[config.mk]
export PLATFORM = sky130hd
export DESIGN_NAME = approx_add_pipe
export DESIGN_NICKNAME = d
export VERILOG_FILES = /design/src/rtl/approx_add_pkg.sv /design/src/rtl/approx_add_seg.sv /design/src/rtl/approx_add_pipe.sv
export SDC_FILE = /design/constraint.sdc
export NUM_CORES = 1
export LEC_CHECK = 0
export CAP_MARGIN = 10
export CORE_MARGIN = 4
export CORE_UTILIZATION = 45
export DETAILED_ROUTE_END_ITERATION = 8
export PLACE_DENSITY = 0.81
export SYNTH_ARGS = -nofsm -noshare
export SYNTH_HDL_FRONTEND = slang
export SYNTH_SLANG_ARGS = --single-unit
[constraint.sdc]
create_clock -name clk -period 1.7 [get_ports clk]
set_clock_uncertainty 0.05 [all_clocks]
set_input_delay 0.425 -clock clk [delete_from_list [all_inputs] [get_ports clk]]
set_output_delay 0.425 -clock clk [all_outputs]
set_load 0.01 [all_outputs]
[src/rtl/approx_add_pkg.sv]
// Shared types and elaboration helpers for the pipelined approximate adder.
package approx_add_pkg;

    typedef enum logic [1:0] {
        MODE_EXACT = 2'd0,
        MODE_LOA   = 2'd1,
        MODE_TRUNC = 2'd2,
        MODE_RSVD  = 2'd3
    } mode_e;

    localparam int unsigned MinStages = 1;
    localparam int unsigned MaxStages = 4;

    // Upper part split into near-equal segments; leftover bits go to the lowest ones.
    function automatic int unsigned seg_width(input int unsigned width, input int unsigned k,
                                              input int unsigned stages, input int unsigned s);
        int unsigned u;
        u = width - k;
        return (u / stages) + ((s < (u % stages)) ? 1 : 0);
    endfunction

    function automatic int unsigned seg_offset(input int unsigned width, input int unsigned k,
                                               input int unsigned stages, input int unsigned s);
        int unsigned off;
        off = k;
        for (int unsigned i = 0; i < s; i++) begin
            off += seg_width(width, k, stages, i);
        end
        return off;
    endfunction

    function automatic bit params_legal(input int unsigned width, input int unsigned k,
                                        input int unsigned stages);
        return (width >= 1) && (k < width) && (stages >= MinStages) && (stages <= MaxStages);
    endfunction

endpackage

[src/rtl/approx_add_seg.sv]
// One registered slice of the exact upper carry chain.
module approx_add_seg #(
    parameter int unsigned W  = 1,
    localparam int unsigned SW = (W > 0) ? W : 1
) (
    input  logic          clk,
    input  logic          rst_n,
    input  logic          en_i,
    input  logic [SW-1:0] a_i,
    input  logic [SW-1:0] b_i,
    input  logic          cin_i,
    output logic [SW-1:0] sum_o,
    output logic          cout_o
);

    logic [SW:0]   full;
    logic [SW-1:0] sum_q;
    logic          cout_q;

    assign full = {1'b0, a_i} + {1'b0, b_i} + {{SW{1'b0}}, cin_i};

    always_ff @(posedge clk or negedge rst_n) begin
        if (!rst_n) begin
            sum_q  <= '0;
            cout_q <= 1'b0;
        end else if (en_i) begin
            sum_q  <= full[SW-1:0];
            // An empty segment just forwards the carry to the next stage.
            cout_q <= (W == 0) ? cin_i : full[SW];
        end
    end

    assign sum_o  = sum_q;
    assign cout_o = cout_q;

endmodule

[src/rtl/approx_add_pipe.sv]
// Pipelined approximate unsigned adder (EXACT / LOA / TRUNC low part, segmented exact upper part).
// Optional error statistics are built when APPROX_ERR_STATS_EN is defined.
module approx_add_pipe
    import approx_add_pkg::*;
#(
    parameter int unsigned WIDTH       = 8,
    parameter int unsigned APPROX_BITS = 4,
    parameter int unsigned STAGES      = 2,
    parameter int unsigned CNT_W       = 32
) (
    input  logic             clk,
    input  logic             rst_n,
    input  logic             in_valid,
    output logic             in_ready,
    input  logic [WIDTH-1:0] in_a,
    input  logic [WIDTH-1:0] in_b,
    input  logic [1:0]       in_mode,
    output logic             out_valid,
    input  logic             out_ready,
    output logic [WIDTH:0]   out_sum
`ifdef APPROX_ERR_STATS_EN
    ,
    input  logic             stats_clr,
    output logic [CNT_W-1:0] err_sum,
    output logic [WIDTH:0]   err_max,
    output logic [CNT_W-1:0] sample_cnt
`endif
);

    localparam int unsigned SumW = WIDTH + 1;
    localparam bit ParamsOk = params_legal(WIDTH, APPROX_BITS, STAGES);

    if (!ParamsOk) begin : g_bad_params
        $error("approx_add_pipe: illegal WIDTH/APPROX_BITS/STAGES combination");
    end

    logic              advance;
    logic [STAGES-1:0] valid_q, valid_d;
    logic [STAGES:0]   carry;
    logic [WIDTH:0]    res_lo;
    logic              cin_lo;
    logic [WIDTH-1:0]  a_in    [STAGES];
    logic [WIDTH-1:0]  b_in    [STAGES];
    logic [WIDTH:0]    res_in  [STAGES];
    logic [WIDTH:0]    res_out [STAGES];

    assign advance   = out_ready | ~out_valid;
    assign in_ready  = advance;
    assign out_valid = valid_q[STAGES-1];
    assign valid_d   = (valid_q << 1) | STAGES'(in_valid);

    always_ff @(posedge clk or negedge rst_n) begin
        if (!rst_n) begin
            valid_q <= '0;
        end else if (advance) begin
            valid_q <= valid_d;
        end
    end

    if (APPROX_BITS > 0) begin : g_low
        localparam int unsigned K = APPROX_BITS;
        mode_e        mode;
        logic [K:0]   lo_exact;
        logic [K-1:0] lo;

        assign mode     = mode_e'(in_mode);
        assign lo_exact = {1'b0, in_a[K-1:0]} + {1'b0, in_b[K-1:0]};

        always_comb begin
            lo     = lo_exact[K-1:0];
            cin_lo = lo_exact[K];
            unique case (mode)
                MODE_LOA: begin
                    lo     = in_a[K-1:0] | in_b[K-1:0];
                    cin_lo = in_a[K-1] & in_b[K-1];
                end
                MODE_TRUNC: begin
                    lo       = '0;
                    lo[K-1]  = 1'b1;
                    cin_lo   = 1'b0;
                end
                default: ;
            endcase
        end

        assign res_lo = SumW'(lo);
    end else begin : g_no_low
        assign res_lo = '0;
        assign cin_lo = 1'b0;
    end

    assign carry[0]  = cin_lo;
    assign a_in[0]   = in_a;
    assign b_in[0]   = in_b;
    assign res_in[0] = res_lo;

    for (genvar s = 0; s < STAGES; s++) begin : g_stage
        localparam int unsigned SegW  = seg_width(WIDTH, APPROX_BITS, STAGES, s);
        localparam int unsigned SegOf = seg_offset(WIDTH, APPROX_BITS, STAGES, s);
        localparam int unsigned SegPw = (SegW > 0) ? SegW : 1;

        logic [SegPw-1:0] seg_a, seg_b, seg_sum;
        logic [WIDTH:0]   res_q;

        if (SegW > 0) begin : g_ops
            assign seg_a      = a_in[s][SegOf +: SegPw];
            assign seg_b      = b_in[s][SegOf +: SegPw];
            assign res_out[s] = res_q | (SumW'(seg_sum) << SegOf);
        end else begin : g_no_ops
            assign seg_a      = '0;
            assign seg_b      = '0;
            assign res_out[s] = res_q;
        end

        approx_add_seg #(
            .W(SegW)
        ) u_seg (
            .clk   (clk),
            .rst_n (rst_n),
            .en_i  (advance),
            .a_i   (seg_a),
            .b_i   (seg_b),
            .cin_i (carry[s]),
            .sum_o (seg_sum),
            .cout_o(carry[s+1])
        );

        // Bits already resolved ride along so the whole sum leaves the last stage together.
        always_ff @(posedge clk or negedge rst_n) begin
            if (!rst_n) begin
                res_q <= '0;
            end else if (advance) begin
                res_q <= res_in[s];
            end
        end

        if (s + 1 < STAGES) begin : g_fwd
            logic [WIDTH-1:0] a_q, b_q;

            always_ff @(posedge clk or negedge rst_n) begin
                if (!rst_n) begin
                    a_q <= '0;
                    b_q <= '0;
                end else if (advance) begin
                    a_q <= a_in[s];
                    b_q <= b_in[s];
                end
            end

            assign a_in[s+1]   = a_q;
            assign b_in[s+1]   = b_q;
            assign res_in[s+1] = res_out[s];
        end
    end

    assign out_sum = res_out[STAGES-1] | {carry[STAGES], {WIDTH{1'b0}}};

`ifdef APPROX_ERR_STATS_EN
    localparam int unsigned AccW = CNT_W + 1;

    logic [WIDTH:0]   exact_q [STAGES];
    logic [WIDTH:0]   err;
    logic [AccW-1:0]  err_acc;
    logic [CNT_W-1:0] err_sum_q, sample_cnt_q;
    logic [WIDTH:0]   err_max_q;

    always_ff @(posedge clk or negedge rst_n) begin
        if (!rst_n) begin
            for (int s = 0; s < int'(STAGES); s++) exact_q[s] <= '0;
        end else if (advance) begin
            exact_q[0] <= {1'b0, in_a} + {1'b0, in_b};
            for (int s = 1; s < int'(STAGES); s++) exact_q[s] <= exact_q[s-1];
        end
    end

    assign err     = (exact_q[STAGES-1] >= out_sum) ? exact_q[STAGES-1] - out_sum
                                                    : out_sum - exact_q[STAGES-1];
    assign err_acc = {1'b0, err_sum_q} + AccW'(err);

    always_ff @(posedge clk or negedge rst_n) begin
        if (!rst_n) begin
            err_sum_q    <= '0;
            err_max_q    <= '0;
            sample_cnt_q <= '0;
        end else if (stats_clr) begin
            err_sum_q    <= '0;
            err_max_q    <= '0;
            sample_cnt_q <= '0;
        end else if (out_valid && out_ready) begin
            err_sum_q <= err_acc[CNT_W] ? '1 : err_acc[CNT_W-1:0];
            if (err > err_max_q) err_max_q <= err;
            if (sample_cnt_q != '1) sample_cnt_q <= sample_cnt_q + 1'b1;
        end
    end

    assign err_sum    = err_sum_q;
    assign err_max    = err_max_q;
    assign sample_cnt = sample_cnt_q;
`endif

endmodule
After elaboration in Yosys (flattened, before gate mapping)

Cells that the tools add are included.

Register bits: 37
Input bits: 22
Output and inout port bits: 11
Word-level logic and storage cells: 26

Add/subtract/negate cells: 5
Eq/ne operators: 2
Mux-type cells: 2
Bitwise operators: 8

Operators by type and width:

| kind                                                             | number |
|---|---|
| 9-bit by 8-bit OR with 9-bit output                              | 1 |
| 9-bit OR                                                         | 1 |
| 4-bit case mux with 2 select lines                               | 1 |
| 2-bit by 2-bit adder with 3-bit output                           | 2 |
| 3-bit by 1-bit adder with 3-bit output                           | 2 |
| 4-bit by 6-bit OR with 6-bit output                              | 1 |
| 4-bit by 4-bit adder with 5-bit output                           | 1 |
| 4-bit OR                                                         | 1 |
| 2-bit by 1-bit == test with 1-bit output (second input constant) | 1 |
| 2-bit == test (second input constant)                            | 1 |
| 2-bit by 1-bit OR with 2-bit output                              | 1 |
| 1-bit case mux with 2 select lines                               | 1 |
| 1-bit AND                                                        | 1 |
| 1-bit inverter                                                   | 1 |
| 1-bit OR                                                         | 1 |

Longest topological paths before layout

Depth in word-level cells: 3
Depth in mapped cells: 10
Gate-level depth less buffers: 10

Cells and area by module

A second synthesis with hierarchy kept.

Cell total of the unflattened synthesis: 136
Area, all modules: 1293.7 µm²

Modules (own cells, without submodules):

| module                            | instances | cells an instance | area each (µm²) | seq. area each (µm²) |
|---|---|---|---|---|
| approx_add_pipe                   | 1         | 104               | 948.4           | 400.4 |
| approx_add_seg (g_stage[0].u_seg) | 1         | 16                | 175.2           | 75.1 |
| approx_add_seg (g_stage[1].u_seg) | 1         | 16                | 170.2           | 75.1 |

Least setup slack after synthesis

OpenSTA, ideal clock, no wires.

Path type: input to register
Start point: input port in_a[0]
End point: register g_stage[0].u_seg.sum_q[1]
Library setup time: 0.121 ns
Arrival: 2.030 ns
Data required time: 1.529 ns
Path slack: -0.501 ns
Stages: 10
Buffers on the path: 0
Cell sequence: ha_1 inv_1 fa_1 inv_1 a21oi_1 o21ai_0 fa_1 inv_1 fa_1 a21oi_1

Word-level cells in the longest chain between the ends: 3

Ends and longest elaborated chain:

| element                                | line                  | RTL |
|---|---|---|
| start: declaration                     | approx_add_pipe.sv:15 | `input logic [WIDTH-1:0] in_a,` |
| 4-bit by 4-bit adder with 5-bit output | approx_add_pipe.sv:67 | `assign lo_exact = {1'b0, in_a[K-1:0]} + {1'b0, in_b[K-1:0]};` |
| 1-bit case mux with 2 select lines     | approx_add_pipe.sv:72 | `unique case (mode)` |
| 3-bit by 1-bit adder with 3-bit output | approx_add_seg.sv:20  | `assign full = {1'b0, a_i} + {1'b0, b_i} + {{SW{1'b0}}, cin_i};` |
| end signal: assignment                 | approx_add_seg.sv:27  | `sum_q <= full[SW-1:0];` |
| end: declaration                       | approx_add_seg.sv:17  | `logic [SW-1:0] sum_q;` |

Every way passes these cells.
A chain may end at the register's enable or synchronous reset.

Final worst setup path

Start point: input port in_b[0]
End point: register g_stage[0].u_seg.sum_q[1]

Word-level cells in the longest chain between the ends: 3

Ends and longest elaborated chain:

| element                                | line                  | RTL |
|---|---|---|
| start: declaration                     | approx_add_pipe.sv:16 | `input logic [WIDTH-1:0] in_b,` |
| 4-bit by 4-bit adder with 5-bit output | approx_add_pipe.sv:67 |  |
| 1-bit case mux with 2 select lines     | approx_add_pipe.sv:72 |  |
| 3-bit by 1-bit adder with 3-bit output | approx_add_seg.sv:20  |  |

Every way passes these cells.

==> results.ini <==
[drt]
drc=0
top_layer=met4
drt-met1-wl_um=1190
met3_length_um=161
drt-initial-drc-count=38
num_vias=1056
firstDrtPassIters=4
avgViaCountPerCell=4.96
wire_per_inst_um=13.8
routed_wl_um=2950
met2WireLength_um=1510
final_antenna_net_count=0

[timing]
slew_headroom_pct=72.7
slew_violations=0
setup_viol=2
tightest_slew_ps=405
period_minus_slack_ps=1960
finalHoldViolCount=0
rsz0062_at_grt=true
post-route-period-util_pct=115
max_freq_ghz=0.510
holdWs_ps=423
worst_slack_ps=-261

[floorplanning]
io_pins=33
rows=18
die_h_um=60.9
core-area_mm2=0.00257
start_util_pct=49.1
die_area_mm2=0.00371
die_w_um=60.9

[setup_path]
cp_cell_sequence=buf_8, ha_4, inv_2, fa_2, inv_2, a21oi_2, o21ai_2, fa_2, inv_2, fa_1, a21oi_2
crit_family=adder cells
worstPathRequired_ps=1880
cp_max_fo=2
critPathKind=input pin to register
critical_path.slowest_cell=fa_1
critPathCaptureType=register
start_kind=input pin
slowest_delay_ps=420
crit_path_frequent_cell=inv_2
cp.buffers_inverters=4
critPathArrivalTime_ps=2140

[synthesis]
synth_top_area_share_pct=43.7
synth_edf_count=0
synth.avg_cell_area_um2=9.33
synth_common_cells=nand2_1 (29), dfrtp_1 (22), inv_1 (21), nor2_1 (14), ha_1 (10)
syn-cell-area_mm2=0.00126
yosys_warnings=0
async_flop_share_pct=100
synth_nets=172
ys.flop_type=dfrtp_1
seq_area_frac_synth_pct=43.7
synth-seq-cells=22
yosys.area.top_type=dfrtp_1
yosysMostFrequentCell=nand2_1
ys_types=23
synthTopCellsByArea=dfrtp_1 (44%), ha_1 (9.9%), nand2_1 (8.6%), fa_1 (7.9%), inv_1 (6.3%)
syn_inst=135

[finish]
stdcell_count=213
final_core_util_pct=70.8
drive_gt1_share_pct=31.1
syn_to_final_growth_pct=44.3
nets=222
num_antenna_cells=0

[power_and_ir_drop]
vdd.ir_drop.worst_uv=680
p_switching_uw=480
pwr-share-seq_pct=46.3
swShare_pct=31.9
p_int_uw=1030
pwr-share-clk_pct=14.9
finalPower_uw=1510
p_per_area_mw_per_mm2=829
p_leak_uw=0.000977
p_comb_share_pct=38.8

[cts]
clk_pin_slew_ps=110
cts_tree=done
max-clock-path-buffers=2
cts-buffers-inserted=3
root_buffer=clkbuf_4
clock_sinks=22
insertion_delay_ps=290
htree_levels=1
cts_hold_buffers=0

[run]
maxCapViolations=0

[hold_path]
worstHoldPathType=register to register

[global_routing]
grt_max_degree=32
overflow=0
grtUsageTotal_pct=17.1
grt_pass1_wl_um=4710
antenna_found_initial=0
grt_pass1_vias=1124

[place]
gp_congestion=0.785
dp_hpwl_um=1940
port_buffers=32
dpl_worst_slack_ps=-1070
placed_cells=202

[status]
violations=negative setup slack
status=finished with violations

==> logic make-up (layout without fill, tap and decap cells) <==
kind of cell | count (synthesis) | after routing | share of synthesized area [%]
DFF | 22 | 22 | 43.7
and+or+nand+nor | 51 | 51 | 18.2
AOI/OAI and AO/OA | 18 | 18 | 8.54
buffers and inverters | 28 | 76 | 11.0
xor gates and xnor gates | 1 | 1 | 0.695
adders and majority gates | 15 | 15 | 17.9
==> sequential cells by signal, summed over array words and instances, names as in the netlist <==
signal,count
valid_q,2
g_stage.u_seg.cout_o,2
g_stage.g_fwd.a_q,2
g_stage.u_seg.sum_o,4
g_stage.g_fwd.b_q,2
g_stage.res_q,10
==> area by class of cell <==
cell class                      count  area [µm²]
Inverter                           22        82.6
Sequential cell                    22         551
Tap cell                           30        37.5
Clock buffer                        3        22.5
Fill cell                         201         749
Timing Repair Buffer               51         462
Multi-Input combinational cell     85         663
==> stage by stage <==
step	TNS, ps	cell area (µm²)
after detailed placement	-4910	1660
after floorplan	-848	1280
after CTS	-538	1790
after global placement	-4530	1660
final	-398	1820
after global routing	-473	1820
==> tightest hold or removal path, stage by stage, from the launching register on <==
cell and delay, ps:
dfrtp_1 350, nand2_1 50, nand2_1 50
==> layer usage <==
metal  vias up  global-route usage (%)
li1        515                       -
met1       497                    20.1
met2        36                    30.8
met3         8                    2.13
met4         0                    8.05
met5         -                       0
==> power by group through the flow <==
| stage | clock [µW] | sequential (µW) | combinational (µW) |
|---|---|---|---|
| 2_1_floorplan | 0 | 731 | 257 |
| 3_5_place_dp | 0 | 712 | 540 |
| 3_3_place_gp | 0 | 705 | 522 |
| 4_1_cts | 231 | 701 | 574 |
| 5_1_grt | 257 | 712 | 653 |
| 6_report | 224 | 698 | 585 |
==> cells in the final DEF, fill, tap and decap left out, types with 2 or more instances in the layout <==
master,instances
clkdlybuf4s50_1,10
dfrtp_1,22
ha_1,5
dlygate4sd2_1,5
fa_1,3
a21oi_2,2
ha_4,4
nor2_1,14
buf_4,19
a221oi_1,3
inv_1,11
dlymetal6s2s_1,9
clkbuf_4,3
a21oi_1,5
nand2_1,28
o21ai_2,2
buf_6,2
nor2b_1,2
inv_2,11
o21ai_1,4
fa_2,2
clkbuf_2,4
==> path summary, 6_finish.rpt <==
| path | to | slack, ps | start | cells past startpoint |
|---|---|---|---|---|
| min reg2reg | g_stage[1].res_q[0]$_DFFE_PN0P_ | 420 | g_stage[1].res_q[0]$_DFFE_PN0P_ | 2 |
| max in group asynchronous | g_stage[0].res_q[3]$_DFFE_PN0P_ | 950 | rst_n | 2 |
| min | g_stage[1].res_q[0]$_DFFE_PN0P_ | 420 | g_stage[1].res_q[0]$_DFFE_PN0P_ | 2 |
| max | g_stage[0].u_seg.sum_o[1]$_DFFE_PN0P_ | -260 | in_b[0] | 11 |
| max reg2reg | g_stage[1].u_seg.sum_o[1]$_DFFE_PN0P_ | 150 | g_stage[0].g_fwd.a_q[6]$_DFFE_PN0P_ | 4 |
| min in group asynchronous | g_stage[1].u_seg.sum_o[0]$_DFFE_PN0P_ | 430 | rst_n | 2 |
==> timing repair <==
item	CTS	global route
hold endpoints to repair	0	0
pin swaps	12	8
setup buffers	7	1
gates resized for setup	48	21
setup endpoints to repair	8	14
(Power assumes the default switching activity.)
